### src/rtl/vga_pkg.sv
// Shared types and helpers for the VGA timing generator: pattern modes,
// the colour-bar table and raster geometry derivations.
package vga_pkg;

    typedef enum logic [1:0] {
        MODE_EXT   = 2'd0,
        MODE_BARS  = 2'd1,
        MODE_GRID  = 2'd2,
        MODE_BLACK = 2'd3
    } vga_mode_e;

    function automatic int h_total(input int active, input int fp, input int sync, input int bp);
        return active + fp + sync + bp;
    endfunction

    function automatic int v_total(input int active, input int fp, input int sync, input int bp);
        return active + fp + sync + bp;
    endfunction

    function automatic int coord_width(input int total);
        return $clog2(total);
    endfunction

    // {r,g,b} on/off bits, left to right: white, yellow, cyan, green, magenta, red, blue, black
    function automatic logic [2:0] bar_rgb(input logic [2:0] idx);
        logic [2:0] bits;
        bits = 3'b000;
        case (idx)
            3'd0: bits = 3'b111;
            3'd1: bits = 3'b110;
            3'd2: bits = 3'b011;
            3'd3: bits = 3'b010;
            3'd4: bits = 3'b101;
            3'd5: bits = 3'b100;
            3'd6: bits = 3'b001;
            default: bits = 3'b000;
        endcase
        return bits;
    endfunction

endpackage

### src/rtl/vga_delay_line.sv
// Tick-enabled shift register used to re-align raster timing with the
// pixel source latency; DEPTH=0 degenerates to a wire.
module vga_delay_line #(
    parameter int W     = 1,
    parameter int DEPTH = 1
) (
    input  logic         clock,
    input  logic         reset_n,
    input  logic         en_i,
    input  logic [W-1:0] d_i,
    output logic [W-1:0] q_o
);

    generate
        if (DEPTH == 0) begin : g_pass
            logic unused_inputs;
            assign unused_inputs = ^{clock, reset_n, en_i};
            assign q_o = d_i;
        end else begin : g_shift
            logic [W-1:0] stage_q [DEPTH];

            always_ff @(posedge clock or negedge reset_n) begin
                if (!reset_n) begin
                    for (int i = 0; i < DEPTH; i++) stage_q[i] <= '0;
                end else if (en_i) begin
                    stage_q[0] <= d_i;
                    for (int i = 1; i < DEPTH; i++) stage_q[i] <= stage_q[i-1];
                end
            end

            assign q_o = stage_q[DEPTH-1];
        end
    endgenerate

endmodule

### src/rtl/vga_timing_gen.sv
// Parametrised VGA raster generator: counters, pixel request, latency-matched
// sync, built-in test patterns and a registered output stage.
module vga_timing_gen
    import vga_pkg::*;
#(
    parameter int H_ACTIVE = 640,
    parameter int H_FP     = 16,
    parameter int H_SYNC   = 96,
    parameter int H_BP     = 48,
    parameter int V_ACTIVE = 480,
    parameter int V_FP     = 10,
    parameter int V_SYNC   = 2,
    parameter int V_BP     = 33,
    parameter bit HS_POL   = 1'b0,
    parameter bit VS_POL   = 1'b0,
    parameter int CLK_DIV  = 1,
    parameter int COLOR_W  = 4,
    parameter int PIX_LAT  = 1,
    localparam int H_TOTAL = h_total(H_ACTIVE, H_FP, H_SYNC, H_BP),
    localparam int V_TOTAL = v_total(V_ACTIVE, V_FP, V_SYNC, V_BP),
    localparam int XW      = coord_width(H_TOTAL),
    localparam int YW      = coord_width(V_TOTAL)
) (
    input  logic               clock,
    input  logic               reset_n,
    input  logic [1:0]         io_mode,
    output logic               io_req_valid,
    output logic [XW-1:0]      io_req_x,
    output logic [YW-1:0]      io_req_y,
    input  logic [COLOR_W-1:0] io_pix_r,
    input  logic [COLOR_W-1:0] io_pix_g,
    input  logic [COLOR_W-1:0] io_pix_b,
    output logic [COLOR_W-1:0] io_vga_r,
    output logic [COLOR_W-1:0] io_vga_g,
    output logic [COLOR_W-1:0] io_vga_b,
    output logic               io_vga_hsync,
    output logic               io_vga_vsync,
    output logic               io_vga_de,
    output logic               io_frame_start
);

    localparam int DIV_W  = (CLK_DIV > 1) ? $clog2(CLK_DIV) : 1;
    localparam int BAR_W  = H_ACTIVE / 8;
    localparam int CNT_W  = (BAR_W > 1) ? $clog2(BAR_W) : 1;
    localparam int PIPE_W = 5 + XW + YW;
    localparam int RGB_W  = 3 * COLOR_W;

    logic [DIV_W-1:0] div_q, div_d;
    logic             tick;
    logic [XW-1:0]    h_q, h_d;
    logic [YW-1:0]    v_q, v_d;
    vga_mode_e        mode_q, mode_sel;
    logic             active, hs_act, vs_act;

    logic [PIPE_W-1:0] pipe_in, pipe_out;
    logic              d_active, d_hs, d_vs;
    logic [1:0]        d_mode;
    logic [XW-1:0]     d_h;
    logic [YW-1:0]     d_v;

    logic [CNT_W-1:0] bar_cnt_q, bar_cnt_d, bar_cnt_cur;
    logic [2:0]       bar_idx_q, bar_idx_d, bar_idx_cur;
    logic [2:0]       bar_bits;
    logic [RGB_W-1:0] colour, rgb_q;
    logic             hsync_q, vsync_q, de_q, frame_start_q;

    assign tick = (div_q == DIV_W'(CLK_DIV - 1));

    always_comb begin
        div_d = tick ? '0 : div_q + 1'b1;
        h_d   = h_q;
        v_d   = v_q;
        if (tick) begin
            if (h_q == XW'(H_TOTAL - 1)) begin
                h_d = '0;
                v_d = (v_q == YW'(V_TOTAL - 1)) ? '0 : v_q + 1'b1;
            end else begin
                h_d = h_q + 1'b1;
            end
        end
    end

    assign active = (h_q < XW'(H_ACTIVE)) && (v_q < YW'(V_ACTIVE));
    assign hs_act = (h_q >= XW'(H_ACTIVE + H_FP)) && (h_q < XW'(H_ACTIVE + H_FP + H_SYNC));
    assign vs_act = (v_q >= YW'(V_ACTIVE + V_FP)) && (v_q < YW'(V_ACTIVE + V_FP + V_SYNC));

    assign io_req_valid = tick & active;
    assign io_req_x     = h_q;
    assign io_req_y     = v_q;

    // Each pixel carries the mode of its own frame, so a sample at the wrap applies to pixel (0,0).
    assign mode_sel = (tick && h_q == '0 && v_q == '0) ? vga_mode_e'(io_mode) : mode_q;
    assign pipe_in  = {active, hs_act, vs_act, mode_sel, h_q, v_q};
    assign {d_active, d_hs, d_vs, d_mode, d_h, d_v} = pipe_out;

    vga_delay_line #(
        .W     (PIPE_W),
        .DEPTH (PIX_LAT)
    ) u_align (
        .clock   (clock),
        .reset_n (reset_n),
        .en_i    (tick),
        .d_i     (pipe_in),
        .q_o     (pipe_out)
    );

    // Bar index tracks the delayed column by counting bar widths; column 0 restarts it.
    always_comb begin
        bar_cnt_cur = (d_h == '0) ? '0 : bar_cnt_q;
        bar_idx_cur = (d_h == '0) ? '0 : bar_idx_q;
        bar_cnt_d   = bar_cnt_q;
        bar_idx_d   = bar_idx_q;
        if (tick) begin
            if (bar_cnt_cur == CNT_W'(BAR_W - 1)) begin
                bar_cnt_d = '0;
                bar_idx_d = bar_idx_cur + 1'b1;
            end else begin
                bar_cnt_d = bar_cnt_cur + 1'b1;
                bar_idx_d = bar_idx_cur;
            end
        end
    end

    assign bar_bits = bar_rgb(bar_idx_cur);

    always_comb begin
        colour = '0;
        case (vga_mode_e'(d_mode))
            MODE_EXT:  colour = {io_pix_r, io_pix_g, io_pix_b};
            MODE_BARS: colour = {{COLOR_W{bar_bits[2]}}, {COLOR_W{bar_bits[1]}}, {COLOR_W{bar_bits[0]}}};
            MODE_GRID: colour = (d_h[3:0] == 4'd0 || d_v[3:0] == 4'd0) ? '1 : '0;
            default:   colour = '0;
        endcase
    end

    always_ff @(posedge clock or negedge reset_n) begin
        if (!reset_n) begin
            div_q         <= '0;
            h_q           <= '0;
            v_q           <= '0;
            mode_q        <= MODE_EXT;
            bar_cnt_q     <= '0;
            bar_idx_q     <= '0;
            rgb_q         <= '0;
            de_q          <= 1'b0;
            hsync_q       <= ~HS_POL;
            vsync_q       <= ~VS_POL;
            frame_start_q <= 1'b0;
        end else begin
            div_q         <= div_d;
            h_q           <= h_d;
            v_q           <= v_d;
            mode_q        <= mode_sel;
            bar_cnt_q     <= bar_cnt_d;
            bar_idx_q     <= bar_idx_d;
            frame_start_q <= tick && d_active && d_h == '0 && d_v == '0;
            if (tick) begin
                rgb_q   <= d_active ? colour : '0;
                de_q    <= d_active;
                hsync_q <= d_hs ? HS_POL : ~HS_POL;
                vsync_q <= d_vs ? VS_POL : ~VS_POL;
            end
        end
    end

    assign {io_vga_r, io_vga_g, io_vga_b} = rgb_q;
    assign io_vga_hsync   = hsync_q;
    assign io_vga_vsync   = vsync_q;
    assign io_vga_de      = de_q;
    assign io_frame_start = frame_start_q;

endmodule

### config.mk
export PLATFORM = sky130hd
export DESIGN_NAME = vga_timing_gen
export DESIGN_NICKNAME = d
export VERILOG_FILES = /design/src/rtl/vga_pkg.sv /design/src/rtl/vga_delay_line.sv /design/src/rtl/vga_timing_gen.sv
export SDC_FILE = /design/constraint.sdc
export NUM_CORES = 1
export LEC_CHECK = 0
export BUFFER_PORTS_ARGS = -buffer_cell sky130_fd_sc_hd__clkbuf_2
export CORE_ASPECT_RATIO = 0.8
export CORE_MARGIN = 2
export CORE_UTILIZATION = 45
export CTS_CLUSTER_SIZE = 10
export DETAILED_ROUTE_END_ITERATION = 16
export GPL_ROUTABILITY_DRIVEN = 0
export GPL_TIMING_DRIVEN = 0
export MAX_ROUTING_LAYER = met4
export PLACE_DENSITY_LB_ADDON = 0.15
export SYNTH_ARGS = -nofsm -noshare
export SYNTH_HDL_FRONTEND = slang
export SYNTH_SLANG_ARGS = --single-unit
### constraint.sdc
create_clock -name clock -period 2.4 [get_ports clock]
set_input_delay 0.48 -clock clock [delete_from_list [all_inputs] [get_ports clock]]
set_output_delay 0.48 -clock clock [all_outputs]
set_load 0.02 [all_outputs]
-- After elaboration in Yosys (flattened, before gate mapping)
Cells that the tools add are included.
- latch bits: 0
- RAM bits: 0
- output and inout bits: 37
- word-level logic and storage cells: 68
- ROM bits: 0
- memories kept: 0
- register bits: 74
- div/mod/pow operators: 0
- bitwise operators: 2
- equal/unequal tests: 11
- add/subtract/negate cells: 5
- shifts and indexed selects: 0
- magnitude comparators: 6
- reductions and logical operators: 18
- multiplexer cells: 14
- multipliers: 0
- operators with widths (kind ; number):
    $logic_not 10->1 ; 4
    $pmux 12 s3 ; 1
    $mux 12 ; 2
    $pmux 3 s7 ; 1
    $add 10x1->10 const B ; 2
    $eq 10x10->1 const B ; 2
    $lt 10x10->1 const B ; 2
    $lt 10x9->1 const B ; 2
    $mux 10 ; 2
    $mux 7 ; 2
    $ge 10x10->1 const B ; 1
    $ge 10x9->1 const B ; 1
    $eq 3x3->1 const B ; 3
    $logic_and 1x1->1 ; 8
    $logic_not 4->1 ; 2
    $add 7x1->7 const B ; 1
    $eq 7x7->1 const B ; 1
    $eq 3x2->1 const B ; 2
    $mux 3 ; 2
    $add 3x1->3 const B ; 1
    $eq 3x1->1 const B ; 1
    $logic_not 3->1 ; 1
    $mux 1 ; 3
    $eq 2x1->1 const B ; 1
    8 further kinds ; 8

-- Logic depth before layout (Yosys ltp)
Gate-level depths: netlist of run 1.
- word-level depth: 6
- depth in mapped cells: 9
- gate-level depth less buffers: 8

-- Modules after synthesis
Synthesis of run 1 repeated with hierarchy kept, for this count alone.
- cells, all modules: 281
- area, all modules: 3372.0 um^2
- modules (own cells, without submodules) (module ; cells each ; instances ; area an instance (um^2) ; sequential area each (um^2)):
    vga_timing_gen ; 228 ; 1 ; 2338.5 ; 1203.7
    vga_delay_line ; 53 ; 1 ; 1033.5 ; 625.6

-- Least setup slack after synthesis of run 1
Ideal clock, no wire load.
- path type: register to register
- start point: register u_align.g_shift.stage_q (netlist bit u_align.q_o[11])
- end point: register bar_cnt_q[3]
- data arrival time: 2.003 ns
- library setup time: 0.071 ns
- path buffers: 1
- cell stages (with the launch flop): 10
- setup slack: 0.325 ns
- path through: dfrtp_1 nor4_1 nand4_1 clkbuf_1 and2_1 ha_1 nand3_1 nor3_1 or2_2 nor2_1
- longest elaborated chain between the ends: 4
- elaborated cells between the ends (all ways): 5
- those cells by class: add/sub: 1; eq/ne: 1; mux: 2; reduce/logical: 1
- ends and longest elaborated chain (what ; line ; text):
    from (decl) ; vga_delay_line.sv:20 ; logic [W-1:0] stage_q [DEPTH];
    $logic_not 10->1 (*) ; vga_timing_gen.sv:109 ; bar_cnt_cur = (d_h == '0) ? '0 : bar_cnt_q;
    $mux 7 (*) ; vga_timing_gen.sv:109 ;
    $add 7x1->7 or $eq 7x7->1 (tied branches) ; vga_timing_gen.sv:118, vga_timing_gen.sv:114 ;
    $mux 7 (*) ; vga_timing_gen.sv:114 ; if (bar_cnt_cur == CNT_W'(BAR_W - 1)) begin
    to (signal assigned) ; vga_timing_gen.sv:154 ; bar_cnt_q <= bar_cnt_d;
    to (decl) ; vga_timing_gen.sv:61 ; logic [CNT_W-1:0] bar_cnt_q, bar_cnt_d, bar_cnt_cur;
Every way passes the cells marked *; elsewhere a longest branch is shown, timed or not.
A chain may end at the register's enable or synchronous reset.

-- Final worst setup path of run 1
Ends and elaborated chain as after synthesis.

==> results.md, run 1 <==
- Status: finished, final reports clean
- Total track usage: 0.175
- Initial Util: 0.459
- Latest clock arrival within the worst-skew pair: 340 ps
- Global-route wire length before repair: 9070 um
- Synth Area in Compound Gates: 0.0894
- Commonest non-fill, non-tap cells in the layout: dfrtp_1 (69), clkbuf_2 (52), o21ai_0 (20)
- Post-Syn Nets: 275
- DRC: 0
- Area occupied by registers: ~0.0018 mm^2
- Largest family of logic cells by synthesized area: simple AND/OR/NAND/NOR gates
- Post-Route Skew: between 10 and 15 ps
- Area Overhead vs Synth: 20.8%
- Clock Sinks: 71
- Rows: 26
- Netlist cell types: 40
- Num CTS Buffers: 9
- Clk buf depth: 2
- HP Class: input port to async pin
- PD cells: 642 mW/mm^2
- Final hold vios: 0
- CTS tree: yes
- Post-Route WL: 5490 um
- Yosys warning count: 0
- Gate Count Post-Synth: 253
- Nets: around 340
- CTS Root Cell: clkbuf_8
- # Max-Cap Violations: 0
- Critical path's largest stage delay: 380 ps
- Slowest CP cell: dfrtp_1
- 1st-pass router iterations: 4
- Post-Syn Area: between 0.002 and 0.003 mm^2
- Reg clk slew, reported paths: 70 ps
- WP buf/inv: 1
- Die ar.: 0.00710 mm^2
- Post-route cell area: 0.00350 mm^2
- Min Hold Slack: 39.3 ps
- Die H: 75.8 um
- Core Region: approximately 0.0063 mm^2
- Worst Reg-to-Reg Cells: 9
- WL/cell: 13.5 um
- Setup crit end kind: register
- CP required: 2680 ps
- RSZ-0062 raised after global routing: no
- Slew margin rel.: 0.580
- Via density: 5.06
- Largest net degree at the start of global routing: 53
- Tcrit/Tclk final: 0.906
- Final setup viols: 0
- Static leakage: 1.73 nW
- Area of the multi-input gates: 0.00107 mm^2
- Least-Margin Pin Slew: between 600 and 700 ps
- Commonest non-fill, non-tap cell in the layout: dfrtp_1
- Layout cell share with drive strength beyond 1: 0.258
- Fillers: 577
- Mux share of post-synthesis cell area: 0.0112
- Synth Area in Simple Gates: 0.190
- Final min period: 2170 ps
- Xor/xnor cell area share of the yosys netlist: 0.0484
- IO Pins: 53
- Synthesized flop and latch total: 71
- Port Buffer Count: 52
- Final Max Tran Viols: 0
- Critical-path cell list: nor4_2, nand4_1, clkbuf_2, and2_1, ha_1, nand3_2, nor3_2, or2_2, nor2_1
- Number of diodes: 0
- Maximum VDD drop: 0.304 mV
- Max frequency: 460 MHz
- CP top delay family: simple AND/OR/NAND/NOR gates
- Global route overflow: 0
- Arr. time, crit path: 2450 ps
- Crit Path Max Fanout: 10
- Dpl hpwl: around 4000 um
- Crit path depth: 9
- Initial antenna violation count: 0
- Number of global-route vias before repair: approximately 1,900
- Setup TNS: 0 ps
- Post-route ant nets: 0
- Startpoint types: register
- Detailed Route Iter0 Violations: 83
- Post-Syn Area per Cell: 11.5 um^2
- Die width: 93.7 um
- Adder-Cell Fraction of Synth Area: 0.0259
- Placed inst area: 0.00329 mm^2
- H-tree levels: 3
- Via count: 2,055
- Setup Crit Path Kind: register to register
- Register area share after synthesis: 0.614
## path summary, 6_finish.rpt
| kind | start | end | slack [ps] |
|---|---|---|---|
| setup / recovery | u_align.q_o[11] | bar_cnt_q[3] | 230 |
| hold / removal | reset_n | bar_cnt_q[6] | 40 |
| setup reg to reg | u_align.q_o[11] | bar_cnt_q[3] | 230 |
| hold reg to reg | u_align.q_o[23] | io_vga_hsync | 340 |
| max in group asynchronous | reset_n | io_vga_hsync | 1780 |
| min in group clock | u_align.q_o[23] | io_vga_hsync | 340 |
## sequential cells by signal (all words and copies together), names as in the netlist
| name | count |
|---|---|
| io_req_x | 10 |
| io_req_y | 10 |
| io_frame_start | 1 |
| bar_cnt_q | 7 |
| bar_idx_q | 3 |
| rgb_q | 12 |
| io_vga_de | 1 |
| io_vga_vsync | 1 |
| io_vga_hsync | 1 |
| u_align.q_o | 24 |
| mode_q | 1 |
## report_power, final
group	switching (W)	internal, W	total [W]	leakage (nW)
registers	0.00000565	0.00122	0.00122	0.914
clock network	0.000412	0.000504	0.000916	0.100
logic	0.0000744	0.0000376	0.000112	0.720
total	0.000492	0.00176	0.00225	1.73
## layout make-up
class                   instances  share of cell area
plain buffers                   6             0.00715
multi-input cells             166               0.307
flip-flops and latches         71               0.508
well taps                      84              0.0300
inverters                      10              0.0107
clock buffers                  12              0.0415
repair buffers                 53              0.0829
clock inverters                 4              0.0129
## worst reg2reg max path, stage by stage (launching register included)
cell	delay, ps
dfrtp_1	380
nor4_2	290
nand4_1	170
clkbuf_2	210
and2_1	180
ha_1	230
nand3_2	140
nor3_2	90
or2_2	300
nor2_1	110
## synth_stat cells (all sizes together)
| cell | instances | area share |
|---|---|---|
| ha | 6 | 0.026 |
| a31oi | 2 | 0.0043 |
| clkbuf | 5 | 0.0065 |
| or4b | 1 | 0.0035 |
| nor3 | 4 | 0.013 |
| nand3b | 1 | 0.0026 |
| nor4 | 7 | 0.020 |
| a21oi | 16 | 0.028 |
| and4 | 1 | 0.0030 |
| buf | 1 | 0.0017 |
| inv | 10 | 0.013 |
| nand2b | 3 | 0.0065 |
| or3 | 5 | 0.013 |
| o21bai | 1 | 0.0026 |
| a31o | 1 | 0.0030 |
| dfrtp | 69 | 0.60 |
| a211oi | 1 | 0.0043 |
| xor2 | 6 | 0.018 |
| xnor2 | 10 | 0.030 |
| nor3b | 2 | 0.0052 |
| dfstp | 2 | 0.018 |
| nand3 | 12 | 0.021 |
| or2 | 1 | 0.0022 |
| mux2 | 2 | 0.0078 |
| mux2i | 1 | 0.0035 |
| a21boi | 1 | 0.0026 |
| and3 | 7 | 0.015 |
| nor2 | 18 | 0.023 |
| nand2 | 13 | 0.017 |
| a21o | 4 | 0.010 |
| nor2b | 3 | 0.0065 |
| nand4 | 7 | 0.015 |
| and2 | 7 | 0.015 |
| o21ai | 20 | 0.035 |
| or4 | 3 | 0.0091 |
## logic make-up after synthesis
logic type,count (synthesis)
AND/OR/NAND/NOR,95
XOR/XNOR,16
multiplexers,3
adder cells (fa/ha/maj),6
flip-flops,71
buffers and inverters,16
AO/OA/AOI/OAI,46
## layer usage
metal  GRT usage  routed length [um]  share of wire  vias to the layer above
li1            -                   -              -                     1011
met1       0.232                2670           0.49                      981
met3      0.0524                 302          0.055                        9
met5           -                   0              0                        -
met4      0.0692                  96          0.017                        0
met2       0.254                2420           0.44                       54
## what timing repair did
action | in CTS | in global routing
setup buffers | 0 | 0
gates resized for setup | 2 | 2
setup endpoints to repair | 2 | 6
hold buffers | 0 | 0
## metrics by stage
step	total power (W)	std cells	utilization	setup WS, ps
6_report	0.00225	406	0.555	226
5_1_grt	0.00235	406	0.555	31.5
4_1_cts	0.00228	406	0.553	47.9
3_5_place_dp	0.00136	390	0.522	-37.4
3_3_place_gp	0.00135	389	0.517	15.0
2_1_floorplan	0.00129	253	-	325
Note: power is estimated with default switching activity, not from simulation.
==> run 2: changes to the inputs <==
--- a/config.mk
+++ b/config.mk
@@ -7,7 +7,7 @@
 export LEC_CHECK = 0
 export BUFFER_PORTS_ARGS = -buffer_cell sky130_fd_sc_hd__clkbuf_2
 export CORE_ASPECT_RATIO = 0.8
-export CORE_MARGIN = 2
+export CORE_MARGIN = 3
 export CORE_UTILIZATION = 45
 export CTS_CLUSTER_SIZE = 10
 export DETAILED_ROUTE_END_ITERATION = 16
==> results.md, run 2 (synthesis gave the netlist of run 1 again) <==
- Max reg flops: 24 (unchanged)
- Post-Route WL: 5620 um (was 5490 um)
- Pre-CTS setup slack: -0.762 ps (was -37.4 ps)
- WL/cell: 13.9 um (was 13.5 um)
- Num CTS Buffers: 9 (unchanged)
- Placed cell count: 387 (was 390)
- Post-Route Skew: 9.51 ps (was 10.5 ps)
- Worst Reg-to-Reg Cells: 9 (unchanged)
- Layout cell share with drive strength beyond 1: 0.261 (was 0.258)
- Setup Crit Path Kind: register to register (unchanged)
- Least-Margin Pin Slew: 618 ps (was 626 ps)
- Startpoint types: register (unchanged)
- Dpl hpwl: 4040 um (was 3950 um)
- Clock Sinks: 71 (unchanged)
- Die width: 95.7 um (was 93.7 um)
- Arr. time, crit path: 2450 ps (about the same)
- Rows: 25 (was 26)
- Maximum VDD drop: 0.359 mV (was 0.304 mV)
- Via count: 2,052 (was 2,055)
- Status: finished, final reports clean (unchanged)
- Static leakage: 1.76 nW (was 1.73 nW)
- Total track usage: 0.170 (was 0.175)
- Final hold vios: 0 (unchanged)
- Port Buffer Count: 52 (unchanged)
- Commonest non-fill, non-tap cell in the layout: dfrtp_1 (unchanged)
- Initial Util: 0.478 (was 0.459)
- Area Overhead vs Synth: 22.9% (was 20.8%)
- RSZ-0062 raised after global routing: no (unchanged)
- PD cells: 723 mW/mm^2 (was 642 mW/mm^2)
- Tcrit/Tclk final: 0.907 (was 0.906)
- Global-route wire length before repair: 9490 um (was 9070 um)
- Final min period: 2180 ps (was 2170 ps)
- Worst reg2reg path endpoint: bar_cnt_q[3] (unchanged)
- Slew margin rel.: 0.585 (was 0.580)
- Final setup viols: 0 (unchanged)
- Number of diodes: 0 (unchanged)
- Reg clk slew, reported paths: 70 ps (about the same)
- Largest net degree at the start of global routing: 37 (was 53)
- Global route overflow: 0 (unchanged)
- CP required: 2670 ps (was 2680 ps)
- CTS tree: yes (unchanged)
- # Max-Cap Violations: 0 (unchanged)
- Die ar.: 0.00744 mm^2 (was 0.00710 mm^2)
- Fillers: 523 (was 577)
- 1st-pass router iterations: 4 (unchanged)
- RR Startpoint: u_align.q_o[11] (unchanged)
- Setup crit end kind: register (unchanged)
- Final Non-Filler Cells: 403 (was 406)
- Postcts setup bufs: 0 (unchanged)
- R2r setup slk: 220 ps (was 230 ps)
- Core Region: 0.00607 mm^2 (was 0.00631 mm^2)
- Total power: 0.00257 W (was 0.00225 W)
- Crit Path Max Fanout: 10 (unchanged)
- Number of global-route vias before repair: 1,962 (was 1,893)
- Commonest non-fill, non-tap cells in the layout: dfrtp_1 (69), clkbuf_2 (51), o21ai_0 (20) (was dfrtp_1 (69), clkbuf_2 (52), o21ai_0 (20))
- Die H: 77.8 um (was 75.8 um)
- IO Pins: 53 (unchanged)
- Setup ws final: 223 ps (was 226 ps)
- Nets: 339 (unchanged)
- Max frequency: 459 MHz (was 460 MHz)
- CTS Root Cell: clkbuf_8 (unchanged)
- Initial antenna violation count: 0 (unchanged)
- Latest clock arrival within the worst-skew pair: 340 ps (about the same)
- Post-route ant nets: 0 (unchanged)
- Detailed Route Iter0 Violations: 69 (was 83)
- H-tree levels: 3 (unchanged)
- Via density: 5.09 (was 5.06)
- DRC: 0 (unchanged)
- Final Max Tran Viols: 0 (unchanged)
- HP Class: input port to async pin (unchanged)
- Clk buf depth: 2 (unchanged)
## run 2: power by group
group | switching (W) | internal [W]
registers | 0.00000551 | 0.00121
logic | 0.0000739 | 0.0000362
clock network | 0.000445 | 0.000799
## run 2: layout make-up
| cell class | instances | area [um^2] | area share |
|---|---|---|---|
| plain buffers | 6 | 25.0 | 0.00703 |
| clock buffers | 9 | 124 | 0.0348 |
| clock inverters | 7 | 143 | 0.0401 |
| inverters | 10 | 37.5 | 0.0105 |
| multi-input cells | 166 | 1070 | 0.300 |
| flip-flops and latches | 71 | 1780 | 0.500 |
| well taps | 81 | 101 | 0.0285 |
| repair buffers | 53 | 283 | 0.0794 |
## run 2: critical path: stages, from the launching register on
cell,delay (ps)
dfrtp_1,390
nor4_2,290
nand4_1,150
buf_2,200
and2_1,170
ha_1,230
nand3_2,140
nor3_1,130
or2_2,320
nor2_1,110
## run 2: what timing repair did
item                                    4_1_cts  5_1_grt
pin swaps                                     0        1
gates resized for setup                       1        3
cloned                                        0        0
hold buffers                                  0        0
endpoints found under the setup margin        2        5
## run 2: routing by layer
| metal | GRT usage | share of wire | vias up |
|---|---|---|---|
| met3 | 0.0601 | 0.078 | 2 |
| li1 | - | - | 1003 |
| met5 | - | 0 | - |
| met2 | 0.234 | 0.44 | 63 |
| met4 | 0.0426 | 0.0050 | 0 |
| met1 | 0.241 | 0.48 | 984 |
## run 2: worst max path at each step
stage | start | to | slack [ps] | depth (start not counted)
after floorplan | u_align.q_o[11] | bar_cnt_q[3] | 330 | 9
after global placement | u_align.q_o[11] | bar_cnt_q[3] | 30 | 9
after detailed placement | u_align.q_o[11] | bar_cnt_q[3] | -0.8 | 9
after CTS | u_align.q_o[11] | bar_cnt_q[3] | 10 | 9
after global routing | u_align.q_o[10] | bar_idx_q[1] | 10 | 9
final | u_align.q_o[11] | bar_cnt_q[3] | 220 | 9
## run 2: metrics by stage
stage	hold WS (ps)	instance area, um^2	TNS, ps	util
3_5_place_dp	345	3280	-0.762	0.541
5_1_grt	149	3560	0	0.587
6_report	123	3560	0	0.587
4_1_cts	132	3550	0	0.585
3_3_place_gp	341	3260	0	0.537
2_1_floorplan	184	2900	0	-
==> run 3: changes to the inputs <==
--- a/config.mk
+++ b/config.mk
@@ -5,16 +5,16 @@
 export SDC_FILE = /design/constraint.sdc
 export NUM_CORES = 1
 export LEC_CHECK = 0
-export BUFFER_PORTS_ARGS = -buffer_cell sky130_fd_sc_hd__clkbuf_2
-export CORE_ASPECT_RATIO = 0.8
 export CORE_MARGIN = 3
 export CORE_UTILIZATION = 45
 export CTS_CLUSTER_SIZE = 10
 export DETAILED_ROUTE_END_ITERATION = 16
+export DONT_BUFFER_PORTS = 1
 export GPL_ROUTABILITY_DRIVEN = 0
 export GPL_TIMING_DRIVEN = 0
 export MAX_ROUTING_LAYER = met4
 export PLACE_DENSITY_LB_ADDON = 0.15
+export RECOVER_POWER = 100
 export SYNTH_ARGS = -nofsm -noshare
 export SYNTH_HDL_FRONTEND = slang
 export SYNTH_SLANG_ARGS = --single-unit
==> results.md, run 3 (synthesis gave the netlist of run 1 again) <==
- Area of the multi-input gates: 0.00106 mm^2 (was 0.00107 mm^2)
- Global-route wire length before repair: 8960 um (was 9490 um)
- Worst Reg-to-Reg Cells: 4 (was 9)
- CTS Root Cell: clkbuf_8 (unchanged)
- Slew margin rel.: -0.125 (was 0.585)
- Commonest non-fill, non-tap cells in the layout: dfrtp_1 (69), o21ai_0 (20), nor2_1 (18) (was dfrtp_1 (69), clkbuf_2 (51), o21ai_0 (20))
- Number of diodes: 0 (unchanged)
- Setup Crit Path Kind: register to register (unchanged)
- Clock Sinks: 71 (unchanged)
- Die ar.: 0.00744 mm^2 (about the same)
- Detailed Route Iter0 Violations: 61 (was 69)
- Via density: 5.41 (was 5.09)
- Commonest non-fill, non-tap cell in the layout: dfrtp_1 (unchanged)
- Failing checks: capacitance limit, slew limit
- Nets: 287 (was 339)
- R2r setup slk: 160 ps (was 220 ps)
- Number of global-route vias before repair: 1,841 (was 1,962)
- Critical-path cell list: or3_1, or4_4, nor3_2, mux2_1 (was nor4_2, nand4_1, buf_2, and2_1, ha_1, nand3_2, nor3_1, or2_2, nor2_1)
- Total track usage: 0.162 (was 0.170)
- Critical path's largest stage delay: 540 ps (was 390 ps)
- Max frequency: 446 MHz (was 459 MHz)
- Reg clk slew, reported paths: 70 ps (about the same)
- Met3 usage: 0.0789 (was 0.0601)
- Setup crit end kind: register (unchanged)
- Worst reg2reg path endpoint: mode_q[0] (was bar_cnt_q[3])
- Final Max Tran Viols: 72 (was 0)
- WP buf/inv: 0 (was 1)
- Largest net degree at the start of global routing: 72 (was 37)
- HP Class: input port to register (was input port to async pin)
- Static leakage: 1.49 nW (was 1.76 nW)
- Met1 Track Usage GR: 0.203 (was 0.241)
- Startpoint types: register (unchanged)
- Num CTS Buffers: 9 (unchanged)
- Via count: 1,868 (was 2,052)
- # Max-Cap Violations: 1 (was 0)
- Max reg flops: 24 (unchanged)
- IO Pins: 53 (unchanged)
- Final setup viols: 0 (unchanged)
- CP top delay family: simple AND/OR/NAND/NOR gates (unchanged)
- Tcrit/Tclk final: 0.935 (was 0.907)
- CTS tree: yes (unchanged)
- RSZ-0062 raised after global routing: no (unchanged)
- Setup ws final: 155 ps (was 223 ps)
- Latest clock arrival within the worst-skew pair: 330 ps (was 340 ps)
- Rows: 28 (was 25)
- Die H: 86.2 um (was 77.8 um)
- Pre-CTS setup slack: -5.08 ps (was -0.762 ps)
- Hold Path Depth: 1
- Final Util: 0.524 (was 0.587)
- Status: finished with violations (was finished, final reports clean)
- Area occupied by registers: 0.00178 mm^2 (unchanged)
- Final min period: 2240 ps (was 2180 ps)
- Slowest CP cell: or3_1 (was dfrtp_1)
- H-tree levels: 3 (unchanged)
- GR peak layer: met2 (was met1)
- Post-Route Skew: 8.68 ps (was 9.51 ps)
- Initial antenna violation count: 0 (unchanged)
- Core Region: 0.00606 mm^2 (was 0.00607 mm^2)
- Crit Path Max Fanout: 7 (was 10)
- 1st-pass router iterations: 4 (unchanged)
- Area Overhead vs Synth: 9.67% (was 22.9%)
- Hold wc startpoint: io_mode[1]
- Fillers: 521 (was 523)
- DRC: 0 (unchanged)
- Initial Util: 0.478 (about the same)
- WHS Endpoint: u_align.q_o[21]
- Arr. time, crit path: 2450 ps (about the same)
- Post-Route WL: 5210 um (was 5620 um)
- CP required: 2600 ps (was 2670 ps)
- Port Buffer Count: 0 (was 52)
- Post-route ant nets: 0 (unchanged)
- Dpl hpwl: 3590 um (was 4040 um)
- WL/cell: 15.1 um (was 13.9 um)
- Met2 usage: 0.233 (was 0.234)
- RR Startpoint: io_req_x[7] (was u_align.q_o[11])
- PD cells: 686 mW/mm^2 (was 723 mW/mm^2)
- Layout cell share with drive strength beyond 1: 0.0963 (was 0.261)
- Maximum VDD drop: 0.366 mV (was 0.359 mV)
- Global route overflow: 0 (unchanged)
- Least-Margin Pin Slew: 1690 ps (was 618 ps)
- Clk buf depth: 2 (unchanged)
- Final hold vios: 0 (unchanged)
- Die width: 86.2 um (was 95.7 um)
[run 3: cell count changes in the layout (fill, tap and decap cells not counted), moves of 2 or more]
| cell | change |
|---|---|
| dfstp_2 | -2 |
| bufinv_16 | -3 |
| nor3_2 | +2 |
| clkbuf_2 | -49 |
| clkinv_2 | +3 |
| buf_2 | -2 |
| clkbuf_1 | +3 |
| dfstp_1 | +2 |
[run 3: layout make-up]
cell class | instances | area share
inverter | 10 | 0.0118
sequential | 71 | 0.560
timing repair buffer | 1 | 0.00157
clock inverter | 5 | 0.0157
buffer | 6 | 0.00748
tap | 75 | 0.0295
multi-input combinational | 166 | 0.333
clock buffer | 11 | 0.0413
[run 3: how the worst max path moves through the flow]
| stage | start | endpoint | slack [ps] | cells past startpoint |
|---|---|---|---|---|
| floorplan | u_align.q_o[11] | bar_cnt_q[3] | 330 | 9 |
| global placement | u_align.q_o[11] | bar_cnt_q[3] | 7 | 9 |
| detailed placement | u_align.q_o[11] | bar_cnt_q[3] | -5 | 9 |
| CTS | u_align.q_o[11] | bar_cnt_q[3] | 40 | 9 |
| global route | io_req_x[0] | io_req_y[3] | 40 | 5 |
| finish | io_req_x[7] | mode_q[0] | 160 | 4 |
[run 3: per-layer routing]
metal  vias to the layer above  wire length, um
li1                        910                -
met1                       896             2390
met2                        58             2360
met3                         4              429
met4                         0               31
met5                         -                0
[run 3: through the flow]
| stage | cells | power [W] | TNS, ps | area, um^2 | hold slack (ps) |
|---|---|---|---|---|---|
| after detailed placement | 328 | 0.00130 | -5.08 | 2990 | 187 |
| final | 345 | 0.00218 | 0 | 3180 | 288 |
| after global routing | 345 | 0.00228 | 0 | 3180 | 254 |
| after global placement | 328 | 0.00130 | 0 | 2990 | 188 |
| after floorplan | 253 | 0.00129 | 0 | 2900 | 184 |
| after CTS | 345 | 0.00221 | 0 | 3210 | 31.9 |
[run 3: repair_timing]
action | in CTS | in global routing
buffers inserted | 0 | 0
setup endpoints to repair | 2 | 5
hold endpoints to repair | 71 | 0
hold buffers | 1 | 0
gates resized for setup | 2 | 2
gates cloned | 0 | 0
[run 3: power breakdown]
group          total [W]  leakage (nW)  internal (W)  switching (W)
sequential       0.00124         0.911       0.00122      0.0000295
clock           0.000881        0.0968      0.000474       0.000407
combinational  0.0000536         0.481     0.0000127      0.0000409
total            0.00218          1.49       0.00170       0.000477
